===== config.mk =====
export PLATFORM = sky130hd
export DESIGN_NAME = bram_arbiter_flat
export DESIGN_NICKNAME = d
export VERILOG_FILES = /design/src/rtl/bram_arb_pkg.sv /design/src/rtl/bram_arb_if.sv /design/src/rtl/bram_arb_pick.sv /design/src/rtl/bram_arbiter.sv /design/src/flat_wrapper.sv
export SDC_FILE = /design/constraint.sdc
export NUM_CORES = 1
export LEC_CHECK = 0
export CORE_AREA = 5 5 95 97
export DETAILED_ROUTE_END_ITERATION = 10
export DIE_AREA = 0 0 100 102
export MAX_ROUTING_LAYER = met4
export PLACE_DENSITY = 0.72
export SLEW_MARGIN = 15
export SYNTH_ARGS = -nofsm -noshare
export SYNTH_HDL_FRONTEND = slang
export SYNTH_HIERARCHICAL = 1
export SYNTH_SLANG_ARGS = --single-unit

===== constraint.sdc =====
create_clock -name clk -period 1.78 [get_ports clk]
set_input_delay 0.267 -clock clk [delete_from_list [all_inputs] [get_ports clk]]
set_output_delay 0.267 -clock clk [all_outputs]
set_load 0.02 [all_outputs]

===== src/rtl/bram_arb_pkg.sv =====
// Shared types and sizing for the block-RAM arbiter.
//   RAM_ADDR_WIDTH : word-address width of the RAM (8K words x 32b)
//   RAM_BUS_WIDTH  : RAM data width
//   BE_W           : byte-enable width
//   arb_state_t    : IDLE (may grant) / RESP (response cycle)
//   grant_t        : which port owns the current transaction
package bram_arb_pkg;

    localparam int unsigned RAM_ADDR_WIDTH = 13;
    localparam int unsigned RAM_BUS_WIDTH  = 32;
    localparam int unsigned BE_W           = RAM_BUS_WIDTH / 8;
    localparam int unsigned REQ_ADDR_W     = 32;

    typedef enum logic {IDLE, RESP} arb_state_t;
    typedef enum logic {GNT_I, GNT_D} grant_t;

endpackage


===== src/rtl/bram_arb_if.sv =====
// Core-side request/response bundle for the fetch (i_*) and data (d_*) ports.
//   master : the core (drives requests, receives ready/responses)
//   slave  : the arbiter
interface bram_arb_if;
    import bram_arb_pkg::*;

    logic                      i_req_valid;
    logic                      i_req_ready;
    logic [REQ_ADDR_W-1:0]     i_req_addr;
    logic                      i_rsp_valid;
    logic [RAM_BUS_WIDTH-1:0]  i_rsp_rdata;
    logic                      i_rsp_err;

    logic                      d_req_valid;
    logic                      d_req_ready;
    logic [BE_W-1:0]           d_req_we;
    logic [REQ_ADDR_W-1:0]     d_req_addr;
    logic [RAM_BUS_WIDTH-1:0]  d_req_wdata;
    logic                      d_rsp_valid;
    logic [RAM_BUS_WIDTH-1:0]  d_rsp_rdata;
    logic                      d_rsp_err;

    modport master (
        output i_req_valid, i_req_addr,
        input  i_req_ready, i_rsp_valid, i_rsp_rdata, i_rsp_err,
        output d_req_valid, d_req_we, d_req_addr, d_req_wdata,
        input  d_req_ready, d_rsp_valid, d_rsp_rdata, d_rsp_err
    );

    modport slave (
        input  i_req_valid, i_req_addr,
        output i_req_ready, i_rsp_valid, i_rsp_rdata, i_rsp_err,
        input  d_req_valid, d_req_we, d_req_addr, d_req_wdata,
        output d_req_ready, d_rsp_valid, d_rsp_rdata, d_rsp_err
    );

endinterface


===== src/rtl/bram_arb_pick.sv =====
// Combinational grant select between fetch and data ports.
//   en          : arbiter may grant this cycle (IDLE, out of reset)
//   i/d_valid   : pending requests
//   last_grant  : previous winner (only with BRAM_ARB_RR_EN)
//   gnt_i_c/d_c : one-hot-or-zero grant
// BRAM_ARB_RR_EN defined: round-robin on ties; undefined: data over fetch.
module bram_arb_pick
    import bram_arb_pkg::*;
(
    input  logic   en,
    input  logic   i_valid,
    input  logic   d_valid,
`ifdef BRAM_ARB_RR_EN
    input  grant_t last_grant,
`endif
    output logic   gnt_i_c,
    output logic   gnt_d_c
);

    always_comb begin
        gnt_i_c = 1'b0;
        gnt_d_c = 1'b0;
        if (en) begin
`ifdef BRAM_ARB_RR_EN
            // On a tie the port not served last wins.
            if (i_valid && d_valid) begin
                if (last_grant == GNT_I) gnt_d_c = 1'b1;
                else                     gnt_i_c = 1'b1;
            end else begin
                gnt_i_c = i_valid;
                gnt_d_c = d_valid;
            end
`else
            gnt_d_c = d_valid;
            gnt_i_c = i_valid && !d_valid;
`endif
        end
    end

endmodule


===== src/rtl/bram_arbiter.sv =====
// Shares one single-port block RAM between the OTTER fetch and data ports.
// One transaction at a time: grant cycle drives the RAM, next cycle returns
// the response. Out-of-range addresses are accepted but flagged with err.
//   clk, rst_n : clock, async active-low reset
//   bus        : fetch/data request-response bundle (slave side)
//   ram_*      : RAM control/data; ram_rdata is the RAM's registered output
// Optional macro: BRAM_ARB_RR_EN selects round-robin instead of fixed priority.
module bram_arbiter
    import bram_arb_pkg::*;
(
    input  logic                      clk,
    input  logic                      rst_n,
    bram_arb_if.slave                 bus,
    output logic                      ram_rd_n,
    output logic [BE_W-1:0]           ram_we,
    output logic [RAM_ADDR_WIDTH-1:0] ram_addr,
    output logic [RAM_BUS_WIDTH-1:0]  ram_wdata,
    input  logic [RAM_BUS_WIDTH-1:0]  ram_rdata
);

    localparam int unsigned HI_LSB = RAM_ADDR_WIDTH + 2;

    arb_state_t state;
    grant_t     gnt_q;
    logic       err_q;
    logic       wr_q;
`ifdef BRAM_ARB_RR_EN
    grant_t     last_grant;
`endif

    logic                   gnt_i_c, gnt_d_c, hs_c;
    logic [REQ_ADDR_W-1:0]  win_addr_c;
    logic                   win_err_c, ram_ok_c;
    logic                   unused_addr_bits;

    // Ready is forced low while reset is asserted.
    bram_arb_pick u_pick (
        .en         (state == IDLE && rst_n),
        .i_valid    (bus.i_req_valid),
        .d_valid    (bus.d_req_valid),
`ifdef BRAM_ARB_RR_EN
        .last_grant (last_grant),
`endif
        .gnt_i_c    (gnt_i_c),
        .gnt_d_c    (gnt_d_c)
    );

    assign bus.i_req_ready = gnt_i_c;
    assign bus.d_req_ready = gnt_d_c;
    assign hs_c            = gnt_i_c || gnt_d_c;

    // Winner's address and range check.
    assign win_addr_c       = gnt_d_c ? bus.d_req_addr : bus.i_req_addr;
    assign win_err_c        = |win_addr_c[REQ_ADDR_W-1:HI_LSB];
    assign ram_ok_c         = hs_c && !win_err_c;
    assign unused_addr_bits = ^win_addr_c[1:0];

    // RAM is driven only on a valid, in-range grant; the fetch port never writes.
    assign ram_addr  = ram_ok_c ? win_addr_c[HI_LSB-1:2] : '0;
    assign ram_we    = (ram_ok_c && gnt_d_c) ? bus.d_req_we : '0;
    assign ram_wdata = (ram_ok_c && gnt_d_c) ? bus.d_req_wdata : '0;
    assign ram_rd_n  = !(ram_ok_c && (gnt_i_c || bus.d_req_we == '0));

    // Arbiter state: latch grantee/err/write on handshake, respond for one cycle.
    always_ff @(posedge clk or negedge rst_n) begin
        if (!rst_n) begin
            state <= IDLE;
            gnt_q <= GNT_I;
            err_q <= 1'b0;
            wr_q  <= 1'b0;
`ifdef BRAM_ARB_RR_EN
            last_grant <= GNT_D;
`endif
        end else begin
            case (state)
                IDLE: begin
                    if (hs_c) begin
                        state <= RESP;
                        gnt_q <= gnt_d_c ? GNT_D : GNT_I;
                        err_q <= win_err_c;
                        wr_q  <= gnt_d_c && (bus.d_req_we != '0);
`ifdef BRAM_ARB_RR_EN
                        last_grant <= gnt_d_c ? GNT_D : GNT_I;
`endif
                    end
                end
                RESP:    state <= IDLE;
                default: state <= IDLE;
            endcase
        end
    end

    // Responses decode straight from registered state; data comes from the RAM's output register.
    assign bus.i_rsp_valid = (state == RESP) && (gnt_q == GNT_I);
    assign bus.d_rsp_valid = (state == RESP) && (gnt_q == GNT_D);
    assign bus.i_rsp_err   = bus.i_rsp_valid && err_q;
    assign bus.d_rsp_err   = bus.d_rsp_valid && err_q;
    assign bus.i_rsp_rdata = (bus.i_rsp_valid && !err_q) ? ram_rdata : '0;
    assign bus.d_rsp_rdata = (bus.d_rsp_valid && !err_q && !wr_q) ? ram_rdata : '0;

endmodule


===== src/flat_wrapper.sv =====
// flat-port wrapper written by rule: the top's interface ports become plain ports
module bram_arbiter_flat import bram_arb_pkg::*;
  (clk, rst_n, ram_rd_n, ram_we, ram_addr, ram_wdata, ram_rdata, bus_i_req_valid, bus_i_req_addr, bus_i_req_ready, bus_i_rsp_valid, bus_i_rsp_rdata, bus_i_rsp_err, bus_d_req_valid, bus_d_req_we, bus_d_req_addr, bus_d_req_wdata, bus_d_req_ready, bus_d_rsp_valid, bus_d_rsp_rdata, bus_d_rsp_err);
  bram_arb_if bus_i ();
  input  logic clk;
  input  logic rst_n;
  output logic ram_rd_n;
  output logic [BE_W-1:0] ram_we;
  output logic [RAM_ADDR_WIDTH-1:0] ram_addr;
  output logic [RAM_BUS_WIDTH-1:0] ram_wdata;
  input  logic [RAM_BUS_WIDTH-1:0] ram_rdata;
  input wire logic [$bits(bus_i.i_req_valid)-1:0] bus_i_req_valid;
  input wire logic [$bits(bus_i.i_req_addr)-1:0] bus_i_req_addr;
  output wire logic [$bits(bus_i.i_req_ready)-1:0] bus_i_req_ready;
  output wire logic [$bits(bus_i.i_rsp_valid)-1:0] bus_i_rsp_valid;
  output wire logic [$bits(bus_i.i_rsp_rdata)-1:0] bus_i_rsp_rdata;
  output wire logic [$bits(bus_i.i_rsp_err)-1:0] bus_i_rsp_err;
  input wire logic [$bits(bus_i.d_req_valid)-1:0] bus_d_req_valid;
  input wire logic [$bits(bus_i.d_req_we)-1:0] bus_d_req_we;
  input wire logic [$bits(bus_i.d_req_addr)-1:0] bus_d_req_addr;
  input wire logic [$bits(bus_i.d_req_wdata)-1:0] bus_d_req_wdata;
  output wire logic [$bits(bus_i.d_req_ready)-1:0] bus_d_req_ready;
  output wire logic [$bits(bus_i.d_rsp_valid)-1:0] bus_d_rsp_valid;
  output wire logic [$bits(bus_i.d_rsp_rdata)-1:0] bus_d_rsp_rdata;
  output wire logic [$bits(bus_i.d_rsp_err)-1:0] bus_d_rsp_err;
  assign bus_i.i_req_valid = bus_i_req_valid;
  assign bus_i.i_req_addr = bus_i_req_addr;
  assign bus_i_req_ready = bus_i.i_req_ready;
  assign bus_i_rsp_valid = bus_i.i_rsp_valid;
  assign bus_i_rsp_rdata = bus_i.i_rsp_rdata;
  assign bus_i_rsp_err = bus_i.i_rsp_err;
  assign bus_i.d_req_valid = bus_d_req_valid;
  assign bus_i.d_req_we = bus_d_req_we;
  assign bus_i.d_req_addr = bus_d_req_addr;
  assign bus_i.d_req_wdata = bus_d_req_wdata;
  assign bus_d_req_ready = bus_i.d_req_ready;
  assign bus_d_rsp_valid = bus_i.d_rsp_valid;
  assign bus_d_rsp_rdata = bus_i.d_rsp_rdata;
  assign bus_d_rsp_err = bus_i.d_rsp_err;
  bram_arbiter u_core (.clk(clk), .rst_n(rst_n), .bus(bus_i), .ram_rd_n(ram_rd_n), .ram_we(ram_we), .ram_addr(ram_addr), .ram_wdata(ram_wdata), .ram_rdata(ram_rdata));
endmodule

### Yosys cells after proc, flatten, opt, wreduce, memory -nomap -nowiden

Index checks and enable logic that the tools add are counted.

| cells by class | value |
|---|---|
| bitwise gates (word level) | 2 |
| mux-type cells | 11 |
| reduce and logical (&&, ||, !) cells | 24 |

Operators by type and width:

| kind | number |
|---|---|
| $mux 32 | 4 |
| $reduce_or 17->1 | 1 |
| $logic_and 1x1->1 | 13 |
| $mux 13 | 1 |
| $logic_not 1->1 | 5 |
| $logic_not 4->1 | 1 |
| $mux 1 | 4 |
| $mux 4 | 1 |
| $reduce_bool 4->1 | 1 |
| $logic_or 1x1->1 | 2 |
| $not 1->1 | 2 |
| $pmux 1 s2 | 1 |
| $reduce_and 2->1 | 1 |

| word-level totals | value |
|---|---|
| logic and storage cells | 41 |
| input bits | 136 |
| register bits | 4 |

### Longest topological paths before layout

| depth | value |
|---|---|
| word-level depth | 9 |
| gate-level depth with buffers | 7 |
| mapped depth without buffers | 6 |

### Modules after synthesis

Netlist, hierarchy kept.

By module, submodules not included:

| module | sequential area each (µm²) | cells an instance | area each (µm²) | times used |
|---|---|---|---|---|
| bram_arbiter | 100.1 | 178 | 1243.7 | 1 |
| bram_arb_pick | 0.0 | 2 | 16.3 | 1 |

### Worst setup path after synthesis

OpenSTA, ideal clock, no wires.

| timing | value |
|---|---|
| path kind | flip-flop to output port |
| start | register u_core.state |
| end | output ram_addr[10] |
| path buffers | 1 |
| arrival time | 1.772 ns |
| cell stages (with the launch flop) | 8 |
| data required time | 1.513 ns |
| slack | -0.259 ns |
| path through | dfrtp_1 -> nor2b_1 -> and2_2 -> nor4b_2 -> nand3_1 -> a22o_4 -> buf_6 -> nor2_2 |

| on the way | value |
|---|---|
| cells in the longest elaborated chain, start to end | 8 |
| elaborated cells on any way between the ends | 10 |
| classes of those cells | 4 x mux; 1 x bitwise; 5 x reduce/logical |

RTL lines:

| element | line | source |
|---|---|---|
| from (decl) | bram_arbiter.sv:23 | `arb_state_t state;` |
| from (signal assigned) | bram_arbiter.sv:67 | `state <= IDLE;` |
| from (signal assigned) | bram_arbiter.sv:78 | `state <= RESP;` |
| from (signal assigned) | bram_arbiter.sv:87 | `RESP: state <= IDLE;` |
| $not 1->1 (no source line) (*) | n/a |  |
| $logic_and 1x1->1 (*) | bram_arbiter.sv:38 | `.en (state == IDLE && rst_n),` |
| $mux 1 (*) | bram_arb_pick.sv:23 | `if (en) begin` |
| via bus_d_req_ready | flat_wrapper.sv:22 | `output wire logic [$bits(bus_i.d_req_ready)-1:0] bus_d_req_ready;` |
| $mux 32 | bram_arbiter.sv:53 | `assign win_addr_c = gnt_d_c ? bus.d_req_addr : bus.i_req_addr;` |
| $reduce_or 17->1 | bram_arbiter.sv:54 | `assign win_err_c = \|win_addr_c[REQ_ADDR_W-1:HI_LSB];` |
| $logic_not 1->1 | bram_arbiter.sv:55 | `assign ram_ok_c = hs_c && !win_err_c;` |
| $logic_and 1x1->1 | bram_arbiter.sv:55 |  |
| $mux 13 (*) | bram_arbiter.sv:59 | `assign ram_addr = ram_ok_c ? win_addr_c[HI_LSB-1:2] : '0;` |
| to (decl) | flat_wrapper.sv:9 | `output logic [RAM_ADDR_WIDTH-1:0] ram_addr;` |

Mark *: on every way through the listed nets, which the timed path passes. The rest lies on a longest branch.

### Worst setup path after layout

| timing | value |
|---|---|
| start | register u_core.state |
| end | output ram_rd_n |

| on the way | value |
|---|---|
| cells in the longest elaborated chain, start to end | 9 |
| elaborated cells on any way between the ends | 12 |
| classes of those cells | 3 x mux; 1 x bitwise; 8 x reduce/logical |

RTL lines:

| element | line | source |
|---|---|---|
| $not 1->1 (no source line) (*) | n/a |  |
| $logic_and 1x1->1 (*) | bram_arbiter.sv:38 |  |
| $mux 1 | bram_arb_pick.sv:23 |  |
| $mux 32 | bram_arbiter.sv:53 |  |
| $reduce_or 17->1 | bram_arbiter.sv:54 |  |
| $logic_not 1->1 | bram_arbiter.sv:55 |  |
| $logic_and 1x1->1 | bram_arbiter.sv:55 |  |
| $logic_and 1x1->1 (*) | bram_arbiter.sv:62 | `assign ram_rd_n = !(ram_ok_c && (gnt_i_c \|\| bus.d_req_we == '0));` |
| $logic_not 1->1 (*) | bram_arbiter.sv:62 |  |
| to (decl) | flat_wrapper.sv:7 | `output logic ram_rd_n;` |

Every way passes the cells marked *; elsewhere a longest branch is shown, timed or not.

==> impl_metrics.ini <==
[status]
run_status = finished with violations
violations = setup timing

[finish]
final_design_area_no_fill_um2 = 4618
final_net_count = 588
insertedDiodeCount = 0
post_route_cells_drive_above_1_share_pct = 52.22
num-fill-cells = 723
multi_input_comb_area_um2 = 1320
area_growth_syn_to_layout_pct = 266.5
instances_no_fill = 555
seq_area_um2 = 100.1

[job]
drv.max_cap_violation_count = 0

[grt]
grt-busiest-layer = met2
grt_max_degree = 37
total_routing_usage_gr_pct = 16.42
grt_pass1_vias = 2390
antenna_found_initial = 0
groute.layer.met2.usage_pct = 32.58
grt_first_pass_wirelength_um = 12830
grtUsageMet3_pct = 2.526
grt.met1_usage_pct = 18.10
grt_overflow_total = 0

[sta]
timing.final.crit_share_pct = 129.3
grt_setup_unrepaired = true
maxSlewHeadroom_pct = 76.20
worst_case_setup_margin_in_the_final_layout_ps = -521.4
fmax_mhz = 434.5
timing_hold_violations_final = 0
setup_viol_count_final = 115
fin_worst_skew_ps = 2.320
finalWorstPathRequiredPeriod_ps = 2301
finalHoldWorstSlack_ps = 84.51
final-max-slew-violation-count = 0
worst_pin_slew_ps = 356.2

[clock_network]
insertion_delay_ps = 210
cts_tree = yes
htreeDepth = 1
clock_tree.root_cell = sky130_fd_sc_hd__clkbuf_8
tritoncts.num_buffers = 3
longest_clk_path_bufs = 2
cts_hold_repair.buffers = 0
clkSinkCount = 4
clk_pin_slew_ps = 30

[yosys]
syn_avg_cell_area_um2 = 7.000
synth.cell_area_um2 = 1260
synth_commonest_cells = sky130_fd_sc_hd__and2_1 (102), sky130_fd_sc_hd__a22oi_1 (13), sky130_fd_sc_hd__nor2_2 (10), sky130_fd_sc_hd__nor2_1 (9), sky130_fd_sc_hd__clkbuf_1 (7)
post-synth-top-count-cell = sky130_fd_sc_hd__and2_1
fraction_of_the_yosys_area_taken_by_sequential_cells_pct = 7.944
synth.distinct_cells = 30
synthDominantAreaCellType = sky130_fd_sc_hd__and2_1
synth-async-reset-ratio_pct = 100.0
synthesis.instances = 180
yosysWarnings = 6
netlist_top_cells_area = sky130_fd_sc_hd__and2_1 (51%), sky130_fd_sc_hd__dfrtp_1 (7.9%), sky130_fd_sc_hd__a22oi_1 (7.7%), sky130_fd_sc_hd__nor2_2 (5.0%), sky130_fd_sc_hd__buf_6 (3.6%)
synth_flop_cell = sky130_fd_sc_hd__dfrtp_1
synth_top_area_share_pct = 50.65
synth_seq_cells = 4
synth_fp_nets = 316
synth_edf_count = 0

[drt]
detail_route.drc_violations = 0
routed_wl_um = 9105
firstDrtPassIters = 4
antenna_violating_nets_post_route = 0
vias_per_cell = 4.150
avgRoutedWirePerCell_um = 16.41
detailroute.via_count = 2303
detail_route.iter0.violations = 25

[pwr]
power_density_nw_per_um2 = 167.4
power.switching_fraction_pct = 24.66
share_comb_of_total_power_pct = 61.2
power_uw = 773.3
p_clk_share_pct = 24.3
power.share.sequential_pct = 14.5
switching_power_uw = 190.7
vdd_ir_drop_max_mv = 0.1972
internal_power_uw = 582.6
leakage_uw = 0.002039

[critical_path]
timing.critical_path.arrival_ps = 2030
end_kind = primary output
timing.critical_path.fanout_max = 5
cp.required_ps = 1510
startpoint_to_endpoint_class_of_the_critical_path = reg2out
crit_path_start_kind = flop

[placed_design]
post-place-cells = 540
detailed_place.area_um2 = 4104
portBuffers = 251
globalplace.congestion = 0.8516
place_hpwl_um = 7609

[floorplan]
pin_count = 256
die_w_um = 100
initial_core_util_pct = 15.65
die_y_um = 102
core.rowCount = 33
core-area_um2 = 8051
fp.dieArea_um2 = 10200

[hold_path]
hold_class = in2async
## timing repair
| item | CTS | global route |
|---|---|---|
| setup endpoints to repair | 120 | 119 |
| setup buffers | 6 | 2 |
| gates resized for setup | 705 | 35 |
| gates cloned | 3 | 1 |
| pin swaps | 9 | 4 |
## layout make-up
cell class | instances | area share (%)
timing repair buffer | 280 | 65.43
inverter | 1 | 0.08128
sequential | 4 | 2.167
multi-input combinational | 162 | 28.58
clock buffer | 3 | 0.8941
tap | 105 | 2.845
## flip-flops by register name, indices dropped and copies added, names as in the netlist
signal and count:
u_core/state 1, u_core/wr_q 1, u_core/err_q 1, u_core/gnt_q 1
## critical path, cell delays in order, from the launching register on
cell	delay (ps)
sky130_fd_sc_hd__dfrtp_1	350
sky130_fd_sc_hd__buf_6	110
sky130_fd_sc_hd__nor2b_4	30
sky130_fd_sc_hd__and2_4	170
sky130_fd_sc_hd__nor4_4	290
sky130_fd_sc_hd__nand3_2	150
sky130_fd_sc_hd__a22o_4	350
sky130_fd_sc_hd__or2_1	230
sky130_fd_sc_hd__buf_6	130
## path summary, 6_finish.rpt
path / from / to / slack [ps] / cells after the start
hold reg to reg: u_core/gnt_q$_DFFE_PN0P_ / u_core/gnt_q$_DFFE_PN0P_ / 640 / 2
setup reg to reg: u_core/state$_DFF_PN0_ / u_core/err_q$_DFFE_PN0P_ / -280 / 9
setup / recovery: u_core/state$_DFF_PN0_ / ram_rd_n / -520 / 8
min in group clk: u_core/gnt_q$_DFFE_PN0P_ / u_core/gnt_q$_DFFE_PN0P_ / 640 / 2
max in group asynchronous: rst_n / u_core/gnt_q$_DFFE_PN0P_ / 1590 / 2
hold / removal: rst_n / u_core/state$_DFF_PN0_ / 80 / 2
## through the flow
stage	setup TNS, ps	util [%]	setup WS [ps]
floorplan	-6997	-	-156.9
global placement	-70580	50.97	-1053
detailed placement	-73860	50.97	-1120
CTS	-28730	55.49	-562.7
global route	-37100	57.36	-622.1
finish	-28020	57.36	-521.4
## placed cells by master (no fill, tap or decap), types with 2 or more instances in the layout
cell	instances
sky130_fd_sc_hd__buf_4	18
sky130_fd_sc_hd__clkbuf_8	3
sky130_fd_sc_hd__and2_2	30
sky130_fd_sc_hd__buf_6	116
sky130_fd_sc_hd__and2_4	31
sky130_fd_sc_hd__dlymetal6s2s_1	2
sky130_fd_sc_hd__clkdlybuf4s15_1	2
sky130_fd_sc_hd__nor2b_4	2
sky130_fd_sc_hd__nor2_1	6
sky130_fd_sc_hd__nor4_1	3
sky130_fd_sc_hd__clkdlybuf4s50_1	130
sky130_fd_sc_hd__and2_1	42
sky130_fd_sc_hd__nand3_2	2
sky130_fd_sc_hd__buf_16	3
sky130_fd_sc_hd__dlygate4sd2_1	3
sky130_fd_sc_hd__nor4_2	2
sky130_fd_sc_hd__a22oi_1	12
sky130_fd_sc_hd__buf_12	5
sky130_fd_sc_hd__dfrtp_1	4
sky130_fd_sc_hd__nor2_4	13
## layer usage
layer / share of wire [%] / wire [um] / vias to the layer above
li1: - / - / 1132
met4: 0 / 0 / 0
met2: 57 / 5212 / 105
met5: 0 / 0 / -
met3: 6.5 / 589 / 0
met1: 36 / 3303 / 1066
## power groups by stage
stage | sequential (uW) | combinational (uW) | clock [uW]
floorplan | 110 | 84.7 | 0
global placement | 110 | 447 | 0
detailed placement | 111 | 451 | 0
CTS | 112 | 469 | 193
global route | 114 | 505 | 200
finish | 112 | 474 | 188
## logic make-up after synthesis
logic type / count (synthesis) / share of synthesized area (%)
buffers and inverters: 14 / 6.653
AO/OA/AOI/OAI: 18 / 12.12
AND/OR/NAND/NOR: 142 / 71.20
multiplexers: 2 / 2.085
flip-flops: 4 / 7.945
(Power assumes the default switching activity.)
